### src/rtl/pipeline_hazard_ctrl_pkg.sv
// Shared types for the decode-stage hazard controller: scoreboard entry,
// memory-wait FSM states and register address width.
package pipe_ctrl_pkg;

  localparam int REG_W = 4;

  typedef logic [REG_W-1:0] reg_addr_t;

  typedef struct packed {
    logic      valid;
    logic      wb_en;
    logic      mem_r;
    reg_addr_t dest;
  } sb_entry_t;

  typedef enum logic {
    RUN  = 1'b0,
    WAIT = 1'b1
  } mem_state_t;

  localparam sb_entry_t SB_EMPTY = '0;

endpackage

### src/rtl/pipeline_hazard_ctrl_if.sv
// Decode-stage hazard interface: ID operand info and memory/branch status in,
// stall/flush controls and status out.
interface pipeline_hazard_ctrl_if #(
  parameter int CNT_W = 16
);

  logic                  id_valid;
  pipe_ctrl_pkg::reg_addr_t id_src1;
  pipe_ctrl_pkg::reg_addr_t id_src2;
  logic                  id_two_src;
  logic                  id_wb_en;
  logic                  id_mem_r_en;
  pipe_ctrl_pkg::reg_addr_t id_dest;
  logic                  mem_op;
  logic                  mem_ready;
  logic                  exe_br_taken;
  logic                  hazard;
  logic                  freeze;
  logic                  mem_freeze;
  logic                  flush;
  logic                  mem_timeout;
  logic [CNT_W-1:0]      stall_cnt;

  modport master (
    output id_valid, id_src1, id_src2, id_two_src, id_wb_en, id_mem_r_en, id_dest,
    output mem_op, mem_ready, exe_br_taken,
    input  hazard, freeze, mem_freeze, flush, mem_timeout, stall_cnt
  );

  modport slave (
    input  id_valid, id_src1, id_src2, id_two_src, id_wb_en, id_mem_r_en, id_dest,
    input  mem_op, mem_ready, exe_br_taken,
    output hazard, freeze, mem_freeze, flush, mem_timeout, stall_cnt
  );

endinterface

### src/rtl/pipeline_hazard_ctrl_compare.sv
// RAW match of one in-flight scoreboard entry against the ID read addresses.
module hazard_compare
  import pipe_ctrl_pkg::*;
(
  input  sb_entry_t entry,
  input  reg_addr_t src1,
  input  reg_addr_t src2,
  input  logic      two_src,
  output logic      match
);

  assign match = entry.valid & entry.wb_en &
                 ((entry.dest == src1) | (two_src & (entry.dest == src2)));

endmodule

### src/rtl/pipeline_hazard_ctrl.sv
// Decode-stage sequencer: EXE/MEM shadow scoreboard, bubble/freeze/flush
// generation, memory-wait FSM with timeout, and saturating stall counter.
module pipeline_hazard_ctrl
  import pipe_ctrl_pkg::*;
#(
  parameter bit FORWARD_EN = 1'b1,
  parameter int WAIT_LIMIT = 255,
  parameter int CNT_W      = 16
) (
  input logic                   clk,
  input logic                   rst,
  pipeline_hazard_ctrl_if.slave bus
);

  localparam int                WCNT_W    = $clog2(WAIT_LIMIT + 1);
  localparam logic [WCNT_W-1:0] WAIT_MAX  = WCNT_W'(WAIT_LIMIT);
  localparam logic [WCNT_W-1:0] WAIT_LAST = WCNT_W'(WAIT_LIMIT - 1);

  sb_entry_t         exe_q, mem_q, id_entry;
  mem_state_t        state_q, state_d;
  logic [WCNT_W-1:0] wait_cnt_q;
  logic              timeout_q;
  logic [CNT_W-1:0]  stall_cnt_q;
  logic              exe_match, mem_match;
  logic              mem_freeze, flush, hazard, freeze;

  hazard_compare u_cmp_exe (
    .entry   (exe_q),
    .src1    (bus.id_src1),
    .src2    (bus.id_src2),
    .two_src (bus.id_two_src),
    .match   (exe_match)
  );

  hazard_compare u_cmp_mem (
    .entry   (mem_q),
    .src1    (bus.id_src1),
    .src2    (bus.id_src2),
    .two_src (bus.id_two_src),
    .match   (mem_match)
  );

  // NOTE: every signal written here gets a default first, so no path can leave
  // it unassigned and infer a latch.
  always_comb begin
    state_d    = state_q;
    mem_freeze = 1'b0;
    unique case (state_q)
      RUN: begin
        if (bus.mem_op && !bus.mem_ready) begin
          state_d    = WAIT;
          mem_freeze = 1'b1;
        end
      end
      WAIT: begin
        if (bus.mem_ready) state_d    = RUN;
        else               mem_freeze = 1'b1;
      end
    endcase
  end

  // A taken branch overrides any stall on the instruction it squashes.
  assign flush  = bus.exe_br_taken & ~mem_freeze;
  assign hazard = bus.id_valid & ~flush &
                  (FORWARD_EN ? (exe_match & exe_q.mem_r) : (exe_match | mem_match));
  assign freeze = hazard | mem_freeze;

  assign id_entry = '{valid: 1'b1, wb_en: bus.id_wb_en, mem_r: bus.id_mem_r_en,
                      dest: bus.id_dest};

  // NOTE: non-blocking assignments throughout so every register samples the
  // pre-edge values, independent of statement order.
  always_ff @(posedge clk or negedge rst) begin
    if (!rst) begin
      state_q     <= RUN;
      exe_q       <= SB_EMPTY;
      mem_q       <= SB_EMPTY;
      wait_cnt_q  <= '0;
      timeout_q   <= 1'b0;
      stall_cnt_q <= '0;
    end else begin
      state_q <= state_d;

      if (!mem_freeze) begin
        mem_q <= exe_q;
        exe_q <= (bus.id_valid && !hazard && !flush) ? id_entry : SB_EMPTY;
      end

      if (state_q == WAIT) begin
        if (wait_cnt_q != WAIT_MAX)  wait_cnt_q <= wait_cnt_q + 1'b1;
        if (wait_cnt_q == WAIT_LAST) timeout_q  <= 1'b1;
      end else begin
        wait_cnt_q <= '0;
      end

      if (freeze && (stall_cnt_q != '1)) stall_cnt_q <= stall_cnt_q + 1'b1;
    end
  end

  assign bus.hazard      = hazard;
  assign bus.freeze      = freeze;
  assign bus.mem_freeze  = mem_freeze;
  assign bus.flush       = flush;
  assign bus.mem_timeout = timeout_q;
  assign bus.stall_cnt   = stall_cnt_q;

endmodule
### src/flat_wrapper.sv
// flat-port wrapper written by rule: the top's interface ports become plain ports
module pipeline_hazard_ctrl_flat import pipe_ctrl_pkg::*;
#(
  parameter bit FORWARD_EN = 1'b1,
  parameter int WAIT_LIMIT = 255,
  parameter int CNT_W      = 16
)
  (clk, rst, bus_id_valid, bus_id_src1, bus_id_src2, bus_id_two_src, bus_id_wb_en, bus_id_mem_r_en, bus_id_dest, bus_mem_op, bus_mem_ready, bus_exe_br_taken, bus_hazard, bus_freeze, bus_mem_freeze, bus_flush, bus_mem_timeout, bus_stall_cnt);
  pipeline_hazard_ctrl_if #(.CNT_W(CNT_W)) bus_i ();
  input logic clk;
  input logic rst;
  input wire logic [$bits(bus_i.id_valid)-1:0] bus_id_valid;
  input wire logic [$bits(bus_i.id_src1)-1:0] bus_id_src1;
  input wire logic [$bits(bus_i.id_src2)-1:0] bus_id_src2;
  input wire logic [$bits(bus_i.id_two_src)-1:0] bus_id_two_src;
  input wire logic [$bits(bus_i.id_wb_en)-1:0] bus_id_wb_en;
  input wire logic [$bits(bus_i.id_mem_r_en)-1:0] bus_id_mem_r_en;
  input wire logic [$bits(bus_i.id_dest)-1:0] bus_id_dest;
  input wire logic [$bits(bus_i.mem_op)-1:0] bus_mem_op;
  input wire logic [$bits(bus_i.mem_ready)-1:0] bus_mem_ready;
  input wire logic [$bits(bus_i.exe_br_taken)-1:0] bus_exe_br_taken;
  output wire logic [$bits(bus_i.hazard)-1:0] bus_hazard;
  output wire logic [$bits(bus_i.freeze)-1:0] bus_freeze;
  output wire logic [$bits(bus_i.mem_freeze)-1:0] bus_mem_freeze;
  output wire logic [$bits(bus_i.flush)-1:0] bus_flush;
  output wire logic [$bits(bus_i.mem_timeout)-1:0] bus_mem_timeout;
  output wire logic [$bits(bus_i.stall_cnt)-1:0] bus_stall_cnt;
  assign bus_i.id_valid = bus_id_valid;
  assign bus_i.id_src1 = bus_id_src1;
  assign bus_i.id_src2 = bus_id_src2;
  assign bus_i.id_two_src = bus_id_two_src;
  assign bus_i.id_wb_en = bus_id_wb_en;
  assign bus_i.id_mem_r_en = bus_id_mem_r_en;
  assign bus_i.id_dest = bus_id_dest;
  assign bus_i.mem_op = bus_mem_op;
  assign bus_i.mem_ready = bus_mem_ready;
  assign bus_i.exe_br_taken = bus_exe_br_taken;
  assign bus_hazard = bus_i.hazard;
  assign bus_freeze = bus_i.freeze;
  assign bus_mem_freeze = bus_i.mem_freeze;
  assign bus_flush = bus_i.flush;
  assign bus_mem_timeout = bus_i.mem_timeout;
  assign bus_stall_cnt = bus_i.stall_cnt;
  pipeline_hazard_ctrl #(.FORWARD_EN(FORWARD_EN), .WAIT_LIMIT(WAIT_LIMIT), .CNT_W(CNT_W)) u_core (.clk(clk), .rst(rst), .bus(bus_i));
endmodule
### config.mk
export PLATFORM = sky130hd
export DESIGN_NAME = pipeline_hazard_ctrl_flat
export DESIGN_NICKNAME = d
export VERILOG_FILES = /design/src/rtl/pipeline_hazard_ctrl_pkg.sv /design/src/rtl/pipeline_hazard_ctrl_if.sv /design/src/rtl/pipeline_hazard_ctrl_compare.sv /design/src/rtl/pipeline_hazard_ctrl.sv /design/src/flat_wrapper.sv
export SDC_FILE = /design/constraint.sdc
export NUM_CORES = 1
export LEC_CHECK = 0
export ABC_AREA = 1
export ABC_CLOCK_PERIOD_IN_PS = 3450
export CAP_MARGIN = 20
export CELL_PAD_IN_SITES_DETAIL_PLACEMENT = 1
export CELL_PAD_IN_SITES_GLOBAL_PLACEMENT = 2
export CORE_MARGIN = 1
export CORE_UTILIZATION = 31
export DETAILED_ROUTE_END_ITERATION = 12
export GPL_TIMING_DRIVEN = 1
export PLACE_DENSITY = 0.87
export SLEW_MARGIN = 20
export SYNTH_ARGS = -nofsm -noshare
export SYNTH_HDL_FRONTEND = slang
export SYNTH_SLANG_ARGS = --single-unit
### constraint.sdc
create_clock -name clk -period 3.45 [get_ports clk]
set_input_delay 0.69 -clock clk [delete_from_list [all_inputs] [get_ports clk]]
set_output_delay 0.69 -clock clk [all_outputs]
set_load 0.005 [all_outputs]
# == Word-level counts from Yosys, hierarchy flattened ==
# Index checks and enable logic that the tools add are counted.
# word_totals
reg_bits,33
in_bits,21
out_inout_bits,21
word_cells,42
# op_classes
n_addsub,2
eq_ne,6
n_mux,6
bitwise_logic,12
n_reduce_logical,8
# ops
cell,count
$add 16x1->16 const B,1
$mux 8,2
$ne 16x16->1 const B,1
$add 8x1->8 const B,1
$eq 4x4->1,2
$eq 8x8->1 const B,1
$ne 8x8->1 const B,1
$and 1x1->1,7
$mux 7,1
$logic_and 1x1->1,4
$logic_not 1->1,3
$not 1->1,3
$mux 1,2
$ne 2x2->1 const B,1
$or 1x1->1,2
$pmux 1 s2,1
$reduce_and 2->1,1

# == Depth between registers and ports, before layout ==
# logic_depth
word_depth,13
depth_mapped,12

# == Cells and area by module ==
# A second synthesis with hierarchy kept.
# hier_totals
cells_unflattened,291
hier_area_um2,1973.1
# by_module_without_submodules
module,instances,cells_each,area_each_um2,seq_area_each_um2
pipeline_hazard_ctrl,1,249,1808.0,825.8
hazard_compare,1,42,165.2,0.0

# == Worst setup path after synthesis ==
# OpenSTA, ideal clock, no wires.
# synth_path
path_kind,input port to output port
startpoint,input port bus_mem_ready
endpoint,output port bus_freeze
arrival_time_ps,1511
required_time_ps,2760
slack_ps,1249
path_stages,7
n_path_buf,1
cell_sequence,o21bai_4 inv_2 nor2_4 nor2_4 nand3_2 nand2_4 buf_4
# synth_via
elab_chain_cells,10
word_cells_on_any_way,11
classes_between,mux: 3; bitwise: 6; reduce/logical: 2
# synth_lines
item,line_no,text
from (decl),flat_wrapper.sv:20,input wire logic [$bits(bus_i.mem_ready)-1:0] bus_mem_ready;
$logic_not 1->1,pipeline_hazard_ctrl.sv:50,if (bus.mem_op && !bus.mem_ready) begin
$logic_and 1x1->1,pipeline_hazard_ctrl.sv:50,
$mux 1,pipeline_hazard_ctrl.sv:50,
$pmux 1 s2 *,pipeline_hazard_ctrl.sv:48,unique case (state_q)
via bus_mem_freeze,flat_wrapper.sv:24,output wire logic [$bits(bus_i.mem_freeze)-1:0] bus_mem_freeze;
$not 1->1 *,pipeline_hazard_ctrl.sv:63,assign flush = bus.exe_br_taken & ~mem_freeze;
$and 1x1->1 *,pipeline_hazard_ctrl.sv:63,
via bus_flush,flat_wrapper.sv:25,output wire logic [$bits(bus_i.flush)-1:0] bus_flush;
$not 1->1 *,pipeline_hazard_ctrl.sv:64,assign hazard = bus.id_valid & ~flush &
$and 1x1->1 * (2 in series),pipeline_hazard_ctrl.sv:64,
$or 1x1->1 *,pipeline_hazard_ctrl.sv:66,assign freeze = hazard | mem_freeze;
to (decl),flat_wrapper.sv:23,output wire logic [$bits(bus_i.freeze)-1:0] bus_freeze;
# The timed path passes the listed nets; every way through them passes the cells marked *.

# == Final worst setup path ==
# layout_path
startpoint,input port bus_mem_op
endpoint,output port bus_freeze
# layout_via
elab_chain_cells,9
# layout_lines
item,line_no,text
from (decl),flat_wrapper.sv:19,input wire logic [$bits(bus_i.mem_op)-1:0] bus_mem_op;
$logic_and 1x1->1 *,pipeline_hazard_ctrl.sv:50,
$mux 1 *,pipeline_hazard_ctrl.sv:50,
$pmux 1 s2 *,pipeline_hazard_ctrl.sv:48,
$not 1->1,pipeline_hazard_ctrl.sv:63,
$and 1x1->1,pipeline_hazard_ctrl.sv:63,
$not 1->1,pipeline_hazard_ctrl.sv:64,
$and 1x1->1 (2 in series),pipeline_hazard_ctrl.sv:64,
$or 1x1->1 *,pipeline_hazard_ctrl.sv:66,
# Mark *: on every way between the ends. The rest lies on a longest branch, timed or not.

==> summary.md <==
| Metric | Value |
|---|---|
| Status | completed |
| Largest net degree at the start of global routing | 34 |
| Top-Level Pins | 42 |
| PostCTS Resize Cnt | 0 |
| Level count of the clock H-tree | 2 |
| Seq/Total Area, Yosys | 42.6% |
| Critical Path Max Stage Delay | 500 ps |
| DP HPWL | 3580 um |
| Warnings, synthesis | 0 |
| Syn Nets | 268 |
| Crit-path max FO | 7 |
| Average cell area after synthesis | 7.94 sq um |
| Post-DRT Antenna Nets | 0 |
| CTS tree | yes |
| GRT Total Usage | 16.9% |
| Die H | 81.0 um |
| Setup Buffers After CTS | 0 |
| Number of global-route vias before repair | 1705 |
| Synthesized area | 1940 sq um |
| Hold depth | 2 |
| Wire per inst | 13.4 um |
| Hold WC Path Type | reg2reg |
| Final Slew Violations | 0 |
| Die X | 81.0 um |
| DR iter-0 viols | 54 |
| Via count | 1739 |
| Final setup viols | 0 |
| Fin crit period | 3010 ps |
| Antenna Cells | 0 |
| Final wirelength | 4910 um |
| Max Used Layer | met4 |
| Grt total ovfl | 0 |
| Crit path kind | in2out |
| Die Area | 6570 sq um |
| Initial core utilization | 32.3% |
| Residual DRC count | 0 |
| Fmax | 0.332 GHz |
| Slew @ Worst Pin | 454 ps |
| First-pass GRT wire length | 8410 um |
| Unrepaired setup endpoints after global routing | no |
| Met3 routed wirelength | 167 um |
| Post-synth top area cell | dfrtp_1 |
| Post-Synthesis Cells | 244 |
| Vias per cell | 4.75 |
| TritonRoute pass-1 iters | 4 |
| TritonCTS buffer count | 5 |
| Core Area | 5990 sq um |
| CP cell instances | clkdlybuf4s50_1, o21bai_4, inv_2, nor2_4, nor2_4, nand3_2, nand2_4, clkdlybuf4s50_1 |
| Post-synth cell types | 29 |
| R2R depth | 9 |
| Final period utilization | 87.3% |
| CP max stage cell | clkdlybuf4s50_1 |
| RD Place Congestion | 0.730 |
| Clock Skew | 9.65 ps |
| Dominant cells by area after synthesis | dfrtp_1 (43%), nand2_1 (14%), nand3_1 (7.5%), inv_1 (5.6%), xor2_1 (5.0%) |
| Worst setup SP type | input port |
| Worst Path Arrival | 2320 ps |
| Maximum root-to-sink buffer count | 2 |
| Pwr/cell area | 404 nW/um^2 |
| Area delta synth->final | 30.9% |
| Site Rows | 28 |
| Initial antenna violation count | 0 |
| Hold_buf cts | 0 |
| MaxCap Viol Count | 0 |
| Clk root buf | clkbuf_8 |
| Buffers on Ports | 41 |
| Peak supply drop | 0.207 mV |
| M1 WL | 2440 um |
| Top-area cell type share of the netlist area | 42.6% |
| Endpoints failing hold | 0 |
| Pleak | 1.24 nW |
| Register bit total from synthesis | 33 |
| # nets final | 315 |
| Sink Count | 33 |
| Total negative slack | 0 ps |
| Final Util | 42.3% |
| CP Data Required Time | 2760 ps |
| Worst setup EP type | output pin |
| Power, Total | 1.02 mW |
| CTS clock-pin slew for the worst setup and hold paths | 70 ps |
| Slew Limit Headroom | 69.5% |
| Layout cell share with drive strength beyond 1 | 8.25% |
| Clk_lat worst skew | 290 ps |
| Metal2 WL | 2230 um |
-- final cells by class --
class | instances | area, sq um
Clock buffer | 5 | 68.8
Clock inverter | 2 | 35.0
Fill cell | 733 | 3450
Inverter | 32 | 120
Tap cell | 75 | 93.8
Timing Repair Buffer | 43 | 425
Multi-Input combinational cell | 176 | 967
Sequential cell | 33 | 826
-- cells by family (layout without fill, tap and decap cells) --
kind of cell / after synthesis / count (layout) / share of synthesized area [%]
adder cells (fa/ha/maj): 3 / 3 / 1.94
AND/OR/NAND/NOR: 140 / 140 / 34.6
buffers and inverters: 35 / 82 / 7.43
flip-flops: 33 / 33 / 42.6
AO/OA/AOI/OAI: 16 / 16 / 5.75
XOR/XNOR: 17 / 17 / 7.69
-- per-stage QoR --
stage | cell area (sq um) | cells | setup slack, ps | hold slack [ps]
4_1_cts | 2540 | 366 | 406 | 493
6_report | 2540 | 366 | 438 | 490
2_1_floorplan | 1940 | 244 | 1250 | 394
3_5_place_dp | 2430 | 359 | 408 | 474
5_1_grt | 2540 | 366 | 343 | 511
3_3_place_gp | 2430 | 359 | 458 | 468
-- metal layers --
metal,global-route usage (%),up-vias
met2,26.1,25
met1,23.3,828
met3,4.04,7
met5,0,-
li1,-,879
met4,5.36,0
-- Yosys cell counts, drive strengths merged --
| library cell | instances |
|---|---|
| buf | 3 |
| ha | 3 |
| nand4 | 6 |
| nor2 | 19 |
| nor3 | 7 |
| nand3 | 31 |
| inv | 32 |
| o21ai | 5 |
| nand2 | 76 |
| a211oi | 3 |
| xnor2 | 6 |
| xor2 | 11 |
| a22o | 1 |
| o21bai | 1 |
| a41o | 1 |
| dfrtp | 33 |
| a31oi | 1 |
| a21oi | 4 |
| and3 | 1 |
-- registers in the layout, indices dropped and copies added, names as in the netlist --
register and flops:
u_core.state_q 1, u_core.wait_cnt_q 8, u_core.bus.stall_cnt 16, u_core.bus.mem_timeout 1, u_core.exe_q 7
-- critical path, delay by kind of cell --
| kind | cells | cell delay [ps] |
|---|---|---|
| buffers and inverters | 3 | 1150 |
| and+or+nand+nor | 4 | 360 |
| AOI/OAI and AO/OA | 1 | 120 |
-- layout by cell type (no fill, tap or decap), types with 2 or more instances in the layout --
master           count
clkdlybuf4s50_1     41
nand4_1              5
o21ai_0              5
nor2_4               2
buf_4                2
xnor2_1              6
dfrtp_1             33
xor2_1              11
nand2_1             73
nand3_1             29
nand2_4              2
inv_1               29
inv_2                3
nor3_2               2
nand3_2              2
a21oi_1              4
clkbuf_8             5
ha_1                 3
a211oi_1             3
nor3_1               4
nor2_1              17
-- final timing paths --
check                                        start                  endpoint  slack, ps
setup / recovery                        bus_mem_op                bus_freeze        440
hold / removal                     u_core.exe_q[5]           u_core.exe_q[5]        490
setup reg to reg           u_core.bus.stall_cnt[0]  u_core.bus.stall_cnt[13]       1510
hold reg to reg                    u_core.exe_q[5]           u_core.exe_q[5]        490
max in group asynchronous                      rst   u_core.bus.stall_cnt[2]       2340
min in group asynchronous                      rst   u_core.bus.stall_cnt[9]        800
-- power by group --
| group | internal, mW | switching, mW |
|---|---|---|
| clock | 0.210 | 0.154 |
| combinational | 0.106 | 0.0921 |
| sequential | 0.418 | 0.0439 |
| total | 0.735 | 0.290 |
Note: power is estimated with default switching activity, not from simulation.
